**config.mk**
```make
export PLATFORM = sky130hd
export DESIGN_NAME = fetch_unit
export DESIGN_NICKNAME = d
export VERILOG_FILES = /design/src/rtl/fetch_unit.sv
export SDC_FILE = /design/constraint.sdc
export NUM_CORES = 1
export LEC_CHECK = 0
export BUFFER_PORTS_ARGS = -buffer_cell sky130_fd_sc_hd__buf_4
export CORE_MARGIN = 2
export CORE_UTILIZATION = 43
export CTS_BUF_LIST = sky130_fd_sc_hd__clkbuf_4 sky130_fd_sc_hd__clkbuf_8
export CTS_CLUSTER_DIAMETER = 60
export CTS_CLUSTER_SIZE = 28
export DETAILED_ROUTE_END_ITERATION = 10
export PLACE_DENSITY = 0.72
export SYNTH_ARGS = -nofsm -noshare
export SYNTH_HDL_FRONTEND = slang
export SYNTH_SLANG_ARGS = --single-unit
```
**constraint.sdc**
```tcl
create_clock -name clk -period 4.9 [get_ports clk]
set_input_delay 0.49 -clock clk [delete_from_list [all_inputs] [get_ports clk]]
set_output_delay 0.49 -clock clk [all_outputs]
set_load 0.005 [all_outputs]
```
**src/rtl/fetch_unit.sv**
```systemverilog
`default_nettype none
// ============================================================================
// Module   : fetch_unit
// Brief    : Instruction-fetch front end with redirect kill and a decode skid
//            register, driving a synchronous 1-cycle-latency instruction memory.
// Revision : 1.0 - initial release
// ============================================================================
module fetch_unit #(
    parameter logic [31:0] RESET_PC = 32'h0000_2000,
    parameter logic [31:0] NOP_INST = 32'h0000_0013,
    parameter int          CNT_W    = 16
) (
    input  logic             clk,
    input  logic             rst_n,
    input  logic [1:0]       pcsrc,
    input  logic             stall,
    input  logic [31:0]      redirect_target,
    output logic [31:0]      imem_addr,
    input  logic [31:0]      imem_rdata,
    output logic [31:0]      inst_d,
    output logic [31:0]      pc_d,
    output logic             inst_valid_d,
    output logic [CNT_W-1:0] redirect_count,
    output logic             misaligned
);

    typedef enum logic [1:0] {
        KILL = 2'd0,
        RUN  = 2'd1,
        HOLD = 2'd2
    } state_t;

    localparam logic [CNT_W-1:0] c_cntMax = {CNT_W{1'b1}};
    localparam logic [CNT_W-1:0] c_cntOne = {{(CNT_W-1){1'b0}}, 1'b1};

    state_t           r_state;
    logic [31:0]      r_pcF;
    logic [31:0]      r_pcD;
    logic [31:0]      r_skid;
    logic [CNT_W-1:0] r_redirectCount;
    logic             r_misaligned;

    logic             w_redir;
    logic             w_hold;

    assign w_redir = (pcsrc == 2'b11);
    assign w_hold  = stall | (pcsrc == 2'b00);

    always_ff @(posedge clk or negedge rst_n) begin
        if (!rst_n) begin
            r_state         <= KILL;
            r_pcF           <= RESET_PC;
            r_pcD           <= RESET_PC;
            r_skid          <= NOP_INST;
            r_redirectCount <= '0;
            r_misaligned    <= 1'b0;
        end else if (w_redir) begin
            // Whatever the memory returns next cycle is wrong-path; bubble it.
            r_state      <= KILL;
            r_pcF        <= {redirect_target[31:2], 2'b00};
            r_misaligned <= r_misaligned | (redirect_target[1:0] != 2'b00);
            if (r_redirectCount != c_cntMax) begin
                r_redirectCount <= r_redirectCount + c_cntOne;
            end
        end else if (w_hold) begin
            // Only the first stalled cycle of a live instruction captures it;
            // imem_addr is frozen, so the memory replays the next address.
            if (r_state == RUN) begin
                r_state <= HOLD;
                r_skid  <= imem_rdata;
            end
        end else begin
            r_state <= RUN;
            r_pcD   <= r_pcF;
            r_pcF   <= r_pcF + 32'd4;
        end
    end

    always_comb begin
        inst_valid_d = 1'b0;
        inst_d       = NOP_INST;
        case (r_state)
            RUN: begin
                inst_valid_d = 1'b1;
                inst_d       = imem_rdata;
            end
            HOLD: begin
                inst_valid_d = 1'b1;
                inst_d       = r_skid;
            end
            default: begin
                inst_valid_d = 1'b0;
                inst_d       = NOP_INST;
            end
        endcase
    end

    assign imem_addr      = r_pcF;
    assign pc_d           = r_pcD;
    assign redirect_count = r_redirectCount;
    assign misaligned     = r_misaligned;

endmodule
`default_nettype wire

```
* Word level (Yosys, flattened, before mapping)
Index checks and enable logic that the tools add are counted.
Word-level totals: register bits 115, latch bits 0, memory bits (writable) 0, ROM bits 0, input port bits 69, logic and storage cells 31, memories kept 0
Cells by class: $add $sub $neg 2, $mul 0, div/mod/pow operators 0, order comparisons 0, equal/unequal tests 6, shift operators 0, multiplexer cells 7, bitwise logic cells 4, reduce and logical (&&, ||, !) cells 6
Operators by type and width (count):
- $mux 32 | 2
- $pmux 32 s2 | 1
- $add 32x3->32 const B | 1
- $add 16x1->16 const B | 1
- $ne 16x16->1 const B | 1
- $mux 2 | 3
- $eq 2x2->1 const B | 2
- $reduce_and 2->1 | 2
- $ne 3x2->1 const B | 1
- $reduce_and 3->1 | 1
- $eq 2x1->1 const B | 1
- $logic_not 2->1 | 1
- $ne 2x2->1 const B | 1
- $not 1->1 | 2
- $or 1x1->1 | 2
- $reduce_bool 2->1 | 1
- $reduce_or 2->1 | 1
- $mux 1 | 1

* Depth between registers and ports, before layout
depth after elaboration 4, depth in mapped cells 8, gate-level depth less buffers 6

* Least setup slack after synthesis
No wires, ideal clock.
kind in2reg, start point input port stall, end point register r_pcF[29], in the netlist imem_addr[29], library setup time 0.124 ns, arrival time 2.046 ns, required time 4.776 ns, slack 2.730 ns, stages 6, path buffers 1, path through clkbuf_1 -> nand4b_1 -> nor4_4 -> nand4_1 -> maj3_2 -> a211o_1
On the way: longest elaborated chain between the ends 2
RTL lines:
- start: declaration | line 16 | input logic stall,
- $or 1x1->1 | line 47 | assign w_hold = stall | (pcsrc == 2'b00);
- $ne 2x2->1 (no source line)
- end signal: assignment | line 60 | r_pcF <= {redirect_target[31:2], 2'b00};
- end signal: assignment | line 75 | r_pcF <= r_pcF + 32'd4;
- end: declaration | line 37 | logic [31:0] r_pcF;
No other way between the ends. A chain may end at the register's enable or synchronous reset.

* Worst setup path in the final report
start point register r_state[0], end point output port inst_d[16]
On the way: longest elaborated chain between the ends 2
RTL lines:
- start: declaration | line 36 | state_t r_state;
- start signal: assignment | line 51 | r_state <= KILL;
- start signal: assignment | line 59 | r_state <= KILL;
- start signal: assignment | line 69 | r_state <= HOLD;
- $eq 2x2->1 or $eq 2x1->1 (tied branches) | line 82 | case (r_state)
- $pmux 32 s2 (*) | line 82
- end: declaration | line 20 | output logic [31:0] inst_d,
Mark *: on every way between the ends. The rest lies on a longest branch, timed or not.

==> reports/qor.txt <==
Nets@finish = 809
Ports = 183
Sum of negative setup slack = 0 ps
Final WL = 16390 um
Routability cong. = 0.8835
Layout area overhead = 27.63%
Post-synth cell types = 65
Die ar. = 14900 um^2
Setup Skew = 8.798 ps
DRT Pass-1 Iters = 5
Top area cells in the synthesized netlist = dfrtp_1 44%, mux2_2 13%, a22oi_1 4.3%
Post-CTS Setup Repair Bufs = 0
Highest-delay cell along the critical path = ha_1
Via count = 5368
Total CTS buffers = 9
DIE HEIGHT = 122.0 um
# clock sinks = 111
Slew Limit Fails = 0
Mapped Avg Cell Area = 10.33 um^2
Synth Cell Area = 5992 um^2
Power Dens Cells = 387.3 nW/um^2
Post-DP HPWL = 11550 um
RSZ-0062 raised after global routing = false
Initial Util = 43.68%
Site row count = 43
Req. time, crit path = 4410 ps
Hold_buf cts = 0
Commonest cells post-synth = 106 x dfrtp_1, 67 x mux2_2, 57 x nor2_1, 34 x a22oi_1, 32 x nand2_1
Die width = 122.0 um
CP top delay family = adder cells
Worst setup SP type = register
DRC Markers = 0
Leakage power = 3.313 nW
Post-Layout Cell Count = 921
Clock latency on the worst-skew pair = 390 ps
Worst vdd ir = 0.0002750 V
Number of synthesized flops with an enable pin = 0
Register area share after synthesis = 46.46%
Status = complete, no violations
Crit path arrival time = 2390 ps
DR vias/cell = 5.828
Core area = 13720 um^2
Total Routing Usage GR = 22.28%
Most frequent cell after synthesis = dfrtp_1
Final core utilization = 55.74%
Fraction of registers with async set/reset = 100.0%
Top cell type's share of synthesized area = 44.27%
Critical path's largest stage delay = 900 ps
Final setup vio count = 0
Clock buffer depth = 2
Maximum clock rate = 347.6 MHz
Largest net degree at the start of global routing = 73
Synth Instances = 580
Main synth FF type = dfrtp_1
Initial antenna violation count = 0
Input/output buffers = 178
Critical path type = reg -> out
Reg clk slew, reported paths = 100 ps
H-tree Lvls = 3
Slew headroom = 21.61%
CP cell instances = inv_1 -> ha_1 -> a22oi_1 -> nor2_1 -> buf_4
Share of cells above drive strength 1 = 38.60%
GR Overflow Total = 0
Antenna-violating nets left = 0
WL/cell = 17.79 um
PostCTS Resize Cnt = 0
Synth warn = 0
Fin. Hold Viols = 0
Critical path fanouts, max = 32
FF+latch count, synth = 111
CTS Root Cell = clkbuf_8
Leading area contributor after synthesis = dfrtp_1
Worst Tran Pin Value = 1176 ps
Initial DRC count = 438
Tcrit/Tclk final = 58.71%
Endpoint type of the worst setup path = output pin
Vias in the first global route = 5040
Placed cell count = 905
First-pass GRT wire length = 26160 um
Worst hold path type = in -> async
CTS tree = yes
Max-cap violations = 0
Antenna diodes = 0
Minimum clock period after layout = 2877 ps
CP bufs+invs = 2
[worst register-to-register path: stages (launching register included)]
cell and delay [ps]:
dfrtp_1 390, inv_1 70, ha_1 930, inv_1 230, nor2_2 160, buf_4 380
mux2_2 410
[routing by layer]
layer / up-vias / routed length (um) / track usage (%)
met3: 20 / 1147 / 4.120
met5: - / 0 / 0
met4: 0 / 258 / 7.615
met2: 217 / 7695 / 34.32
li1: 2478 / - / -
met1: 2653 / 7288 / 31.68
[power by group]
group / internal, mW / switching (mW) / leakage [nW]
Sequential: 1.18 / 0.236 / 1.29
Combinational: 0.558 / 0.418 / 1.92
Clock: 0.256 / 0.310 / 0.103
Total: 2.00 / 0.965 / 3.31
[through the flow]
step           hold slack (ps)  power [mW]  area [um^2]  setup slack [ps]
2_1_floorplan            194.4       1.907         6003              2730
3_3_place_gp             463.0       2.378         7446              2210
3_5_place_dp             480.6       2.416         7446              2113
4_1_cts                  255.4       2.984         7647              2028
5_1_grt                  297.1       3.156         7647              1797
6_report                 222.4       2.962         7647              2023
[flip-flops by register name, summed over array words and instances (netlist names)]
name            flops
imem_addr          30
misaligned          1
pc_d               30
r_skid             32
r_state             2
redirect_count     16
[cell families after synthesis]
group | after synthesis | synth area share (%)
compound gates | 126 | 15.29
fa+ha+maj | 15 | 2.694
flops | 111 | 46.46
xor+xnor | 12 | 1.754
buf+inv | 58 | 3.967
mux | 72 | 13.43
simple gates | 185 | 16.35
other cells | 1 | 0.06258
[placed cells by master (no fill, tap or decap), drive strengths merged, types with 4 or more instances in the layout]
master and count:
a211o 4, a21oi 20, a221o 8, a22oi 34
a31oi 7, and2 4, and3 7, and4 4
buf 184, clkbuf 11, conb 4, dfrtp 106
dfstp 5, ha 4, inv 17, maj3 11
mux2 67, mux2i 5, nand2 32, nand2b 5
nand3 20, nand4 19, nor2 57, nor3 13
nor4 9, o2111ai 4, o211ai 5, o21ai 11
o22ai 4, or3 4, xnor2 7, xor2 5
[final timing paths]
check / to / start / cells past startpoint / slack (ps)
worst max-delay path: inst_d[16] / r_state[0] / 5 / 2020
worst min-delay path: pc_d[19] / rst_n / 1 / 220
worst max register to register: r_skid[7] / r_state[1] / 6 / 2220
worst min register to register: redirect_count[14] / redirect_count[14] / 1 / 490
max in group asynchronous: r_skid[4] / rst_n / 2 / 3620
min in group clk: imem_addr[17] / redirect_target[17] / 2 / 320
[final cells by class]
type / count / area, um^2
fillers: 1221 / 6072
inverters: 16 / 60.06
clock buffers: 11 / 145.1
well taps: 180 / 225.2
repair buffers: 184 / 1381
flip-flops and latches: 111 / 2784
multi-input cells: 414 / 2995
clock inverters: 5 / 56.30
Power figures use the tool's default switching activity.
